`config.mk`:
```
export PLATFORM = sky130hd
export DESIGN_NAME = iob_gpio_pulse_gen
export DESIGN_NICKNAME = d
export VERILOG_FILES = /design/src/rtl/iob_gpio_pulse_gen.sv
export SDC_FILE = /design/constraint.sdc
export NUM_CORES = 1
export LEC_CHECK = 0
export BUFFER_PORTS_ARGS = -buffer_cell sky130_fd_sc_hd__buf_2
export CAP_MARGIN = 20
export CELL_PAD_IN_SITES_DETAIL_PLACEMENT = 0
export CELL_PAD_IN_SITES_GLOBAL_PLACEMENT = 2
export CORE_ASPECT_RATIO = 1.25
export CORE_UTILIZATION = 35
export CTS_CLUSTER_SIZE = 28
export DETAILED_ROUTE_END_ITERATION = 8
export PLACE_DENSITY = 0.92
export SETUP_SLACK_MARGIN = 0.5
export SLEW_MARGIN = 15
export SYNTH_ARGS = -nofsm -noshare
export SYNTH_HDL_FRONTEND = slang
export SYNTH_SLANG_ARGS = --single-unit
```
`constraint.sdc`:
```
create_clock -name clk -period 4.11 [get_ports clk]
set_input_delay 0.2055 -clock clk [delete_from_list [all_inputs] [get_ports clk]]
set_output_delay 0.2055 -clock clk [all_outputs]
set_load 0.05 [all_outputs]
```
`src/rtl/iob_gpio_pulse_gen.sv`:
```
// Programmable pulse-train transmitter: N active-high pulses of `hi` cycles per `per`-cycle period.
// All outputs registered; start/stop are single-cycle strobes, no backpressure.
module iob_gpio_pulse_gen #(
  parameter int CNT_W = 16,
  parameter int NP_W  = 16
) (
  input  logic             clk,
  input  logic             rst,
  input  logic             start_i,
  input  logic             stop_i,
  input  logic [CNT_W-1:0] period_i,
  input  logic [CNT_W-1:0] high_i,
  input  logic [NP_W-1:0]  npulses_i,
  output logic             pulse_o,
  output logic             busy_o,
  output logic             done_o,
  output logic             cfg_err_o,
  output logic [NP_W-1:0]  sent_o
);

  typedef enum logic [1:0] {IDLE, HIGH, LOW} state_t;

  state_t           state;
  logic [CNT_W-1:0] phase_cnt;
  logic [CNT_W-1:0] per;
  logic [CNT_W-1:0] hi;
  logic [NP_W-1:0]  np;
  logic [NP_W-1:0]  sent;
  logic             pulse_q;
  logic             done_q;
  logic             cfg_err_q;

  logic             cfg_ok;
  logic [NP_W-1:0]  sent_nxt;
  logic             high_end;
  logic             period_end;

  assign cfg_ok     = (high_i != '0) && (period_i > high_i);
  assign sent_nxt   = sent + NP_W'(1);
  assign high_end   = (phase_cnt == hi - CNT_W'(1));
  assign period_end = (phase_cnt == per - CNT_W'(1));

  always_ff @(posedge clk) begin
    if (rst) begin
      state     <= IDLE;
      phase_cnt <= '0;
      per       <= '0;
      hi        <= '0;
      np        <= '0;
      sent      <= '0;
      pulse_q   <= 1'b0;
      done_q    <= 1'b0;
      cfg_err_q <= 1'b0;
    end else begin
      done_q    <= 1'b0;
      cfg_err_q <= 1'b0;
      case (state)
        IDLE: begin
          // A simultaneous stop suppresses the start entirely, including cfg_err.
          if (start_i && !stop_i) begin
            if (cfg_ok) begin
              per       <= period_i;
              hi        <= high_i;
              np        <= npulses_i;
              sent      <= '0;
              phase_cnt <= '0;
              pulse_q   <= 1'b1;
              state     <= HIGH;
            end else begin
              cfg_err_q <= 1'b1;
            end
          end
        end
        HIGH: begin
          if (stop_i) begin
            state     <= IDLE;
            pulse_q   <= 1'b0;
            done_q    <= 1'b1;
            phase_cnt <= '0;
          end else begin
            phase_cnt <= phase_cnt + CNT_W'(1);
            if (high_end) begin
              pulse_q <= 1'b0;
              state   <= LOW;
            end
          end
        end
        LOW: begin
          if (stop_i) begin
            state     <= IDLE;
            done_q    <= 1'b1;
            phase_cnt <= '0;
          end else if (period_end) begin
            sent      <= sent_nxt;
            phase_cnt <= '0;
            if ((np != '0) && (sent_nxt == np)) begin
              state  <= IDLE;
              done_q <= 1'b1;
            end else begin
              pulse_q <= 1'b1;
              state   <= HIGH;
            end
          end else begin
            phase_cnt <= phase_cnt + CNT_W'(1);
          end
        end
        default: begin
          state   <= IDLE;
          pulse_q <= 1'b0;
        end
      endcase
    end
  end

  assign pulse_o   = pulse_q;
  assign busy_o    = (state != IDLE);
  assign done_o    = done_q;
  assign cfg_err_o = cfg_err_q;
  assign sent_o    = sent;

endmodule

```
==> results.md <==
- RePlAce Congestion: between 0.8 and 0.9
- Max Buffers Root-to-Sink: 2
- Total congestion overflow: 0
- Share of layout cells above drive strength 1: 14.8%
- Effective utilization at floorplan: a little over a third
- CTS tree: done
- Worst Path Required: about 4.4 ns
- Syn_nets: approximately 780
- PD cells: 366 mW/mm^2
- Critical Path End Type: register
- Vias per cell: 5.51
- Hold-fix buffers, CTS: 0
- Vias in the first global route: roughly 5.2k
- Switching Share: between 30% and 40%
- H-tree Lvls: 3
- Port Buf Inserts: 71
- Critical Path Max Stage Delay: 0.56 ns
- # IOs: 72
- Crit path cell chain: inv_1 > ha_1 > or4b_4 > a2111o_1 > a21oi_1 > nor3_1 > or4_4 > o41ai_4 > buf_4 > o21ai_1 > a22o_1
- Clock network fraction of total power: 34.9%
- Critical path's slowest cell: or4b_4
- Die height: 145 um
- Root Driver: clkbuf_16
- Run status: finished, final reports clean
- Routed Antenna Nets: 0
- DIE AREA: about 0.017 mm^2
- CP endpoint: sent_o[15]$_SDFFE_PP0P_
- DRC: 0
- Unrepaired setup endpoints after global routing: no
- Setup TNS: 0 ns
- Post-synthesis instance total: 708
- Final core occ: 41.5%
- Crit Path Class: reg -> reg
- Most frequent cells after synthesis: nor2_1 (94), dfxtp_1 (85), mux2i_1 (49)
- FP Rows: just over 50
- Iter 0 DRT Violations: between 300 and 400
- Pre-antenna DRT Iters: 5
- Slew HR: a little under a quarter
- Ys flop type: dfxtp_1
- Detailed-route via count: 5346
- Worst hold path class: in -> reg
- Fin area: 0.00657 mm^2
- Flop pwr share: 38.4%
- Yosys reg bits: 85
- Post-Route WL: 16800 um
- Worst-Skew Late Latency: about 0.36 ns
- Mapped Avg Cell Area: 8.10 um^2
- Post-Layout Cell Count: about 1000
- Yosys warnings: 0
- Diode count: 0
- Count of cell types in the netlist: slightly below 70
- Crit path buf inv count: 2
- Delay-heaviest family, CP: compound AO/OA/AOI/OAI gates
- R2r setup slk: 0.71 ns
- Initial antenna violation count: 0
- Ys async rst share: 0%
- Ranking of synthesized cells by area: dfxtp_1 (30%), mux2i_1 (8.6%), xnor2_1 (6.4%)
- Worst vdd ir: 0.183 mV
- WP data arrival: 3.65 ns
- Clock skew: 0.0104 ns
- Clk slew on worst S/H paths: 0.07 ns
- Register area share after synthesis: 29.7%
- Endpoints failing setup: 0
- LEAKAGE: 2.60 nW
- Worst r2r src: per[0]$_SDFFE_PP0P_
- Post-synth top area share: 29.7%
- Clock sinks: 85
- Die Wd: 116 um
- Post-synth design cell area: 0.00574 mm^2
- Area after DPL: 0.00626 mm^2
- Most common cell in the netlist: nor2_1
- DR WL/cell: ~17 um
- Critical Path Stages: 11
- Max-slew violation count: 0
- Post-Place Cells: 955
- Most area-hungry cell type in the Yosys netlist: dfxtp_1
- Largest net degree at the start of global routing: 60
- Global-route wire length before repair: about 27000 um
- Crit path from: per[0]$_SDFFE_PP0P_
- Startpoint types: register
- Area Overhead vs Synth: 14.5%
- Fmax achieved: 0.294 GHz
- Reg2Reg Depth: 11
- CP max FO: 16
- RR Endpoint: sent_o[15]$_SDFFE_PP0P_
- Final nets: 830
- Period minus WS final: 3.40 ns
- Period utilisation layout: just over 80%
- Detailed Place HPWL: 13100 um
- Total CTS buffers: 9
- Count of final hold-check violations: 0
- Worst-Margin Slew: between 1 and 1.5 ns
- Sw power: 0.000803 W
- Max-capacitance violation count: 0
- Comb pwr share: between 20% and 30%
- Internal: 0.00160 W
- Total GRT Usage: about a fifth
- Area of the core: 0.0158 mm^2
- EDFF count, synth: 0
## power groups by stage
stage	clock (W)	sequential, W	combinational [W]
2_1_floorplan	0	0.000931	0.000469
3_3_place_gp	0	0.000939	0.000621
3_5_place_dp	0	0.000940	0.000634
4_1_cts	0.000850	0.000922	0.000637
5_1_grt	0.000887	0.000927	0.000707
6_report	0.000837	0.000922	0.000642
## area by class of cell
cell class                      count  area [um^2]
Clock buffer                        9          225
Clock inverter                      7         73.8
Fill cell                        1665         9260
Inverter                           39          146
Multi-Input combinational cell    539         3720
Sequential cell                    85         1700
Tap cell                          212          265
Timing Repair Buffer               80          435
## layout by cell type (no fill, tap or decap), types with 15 or more instances in the layout
master,Yosys,routed
nand2_1,37,37
xnor2_1,42,42
nand4_1,21,21
o21ai_0,21,21
nor3_1,23,23
dfxtp_1,85,85
nor2_1,94,94
nand3_1,18,18
nor4_1,22,22
xor2_1,25,25
mux2i_1,49,49
buf_2,3,71
a22o_1,15,15
a21oi_1,16,16
inv_1,38,38
ha_1,24,24
## layer usage
layer  wire [um]  share of wire, %  GRT usage (%)  vias up
li1            -                 -              -     2644
met1        7010                42           23.7     2527
met2        8600                51           37.0      145
met3         761               4.5           3.88       30
met4         452               2.7           7.50        0
met5           0                 0              0        -
## flip-flops by register name, indices dropped and copies added, names as in the netlist
register,count
hi,16
np,16
per,16
phase_cnt,16
sent_o,16
state,2
cfg_err_o,1
done_o,1
pulse_o,1
## stage by stage
step,worst slack (ns),power (W),hold slack (ns)
final,0.707,0.00240,0.0827
after global placement,0.689,0.00156,0.440
after global routing,0.524,0.00252,0.0878
after detailed placement,0.584,0.00157,0.447
after CTS,0.569,0.00241,0.0818
after floorplan,0.870,0.00140,0.353
## worst min-delay path, cell delays in order
cell     delay, ns
buf_2         0.07
mux2i_1       0.06
nor2_1        0.07
## timing repair
item | 4_1_cts | 5_1_grt
setup buffers | 0 | 0
gates resized for setup | 0 | 2
endpoints found under the setup margin | 0 | 28
## logic make-up after synthesis
| family | Yosys count | synth area share [%] |
|---|---|---|
| compound gates | 122 | 15.6 |
| xor+xnor | 68 | 10.6 |
| simple gates | 276 | 24.6 |
| buf+inv | 84 | 5.72 |
| flops | 85 | 29.7 |
| fa+ha+maj | 24 | 5.24 |
| mux | 49 | 8.55 |
## worst min-delay path by stage
| stage | start | endpoint | slack (ns) | depth (start not counted) |
|---|---|---|---|---|
| after detailed placement | npulses_i[0] | np[0]$_SDFFE_PP0P_ | 0.45 | 3 |
| final | npulses_i[11] | np[11]$_SDFFE_PP0P_ | 0.08 | 3 |
| after global routing | npulses_i[11] | np[11]$_SDFFE_PP0P_ | 0.09 | 3 |
| after global placement | npulses_i[13] | np[13]$_SDFFE_PP0P_ | 0.44 | 3 |
| after floorplan | high_i[10] | hi[10]$_SDFFE_PP0P_ | 0.35 | 2 |
| after CTS | npulses_i[11] | np[11]$_SDFFE_PP0P_ | 0.08 | 3 |
Note: power is estimated with default switching activity, not from simulation.
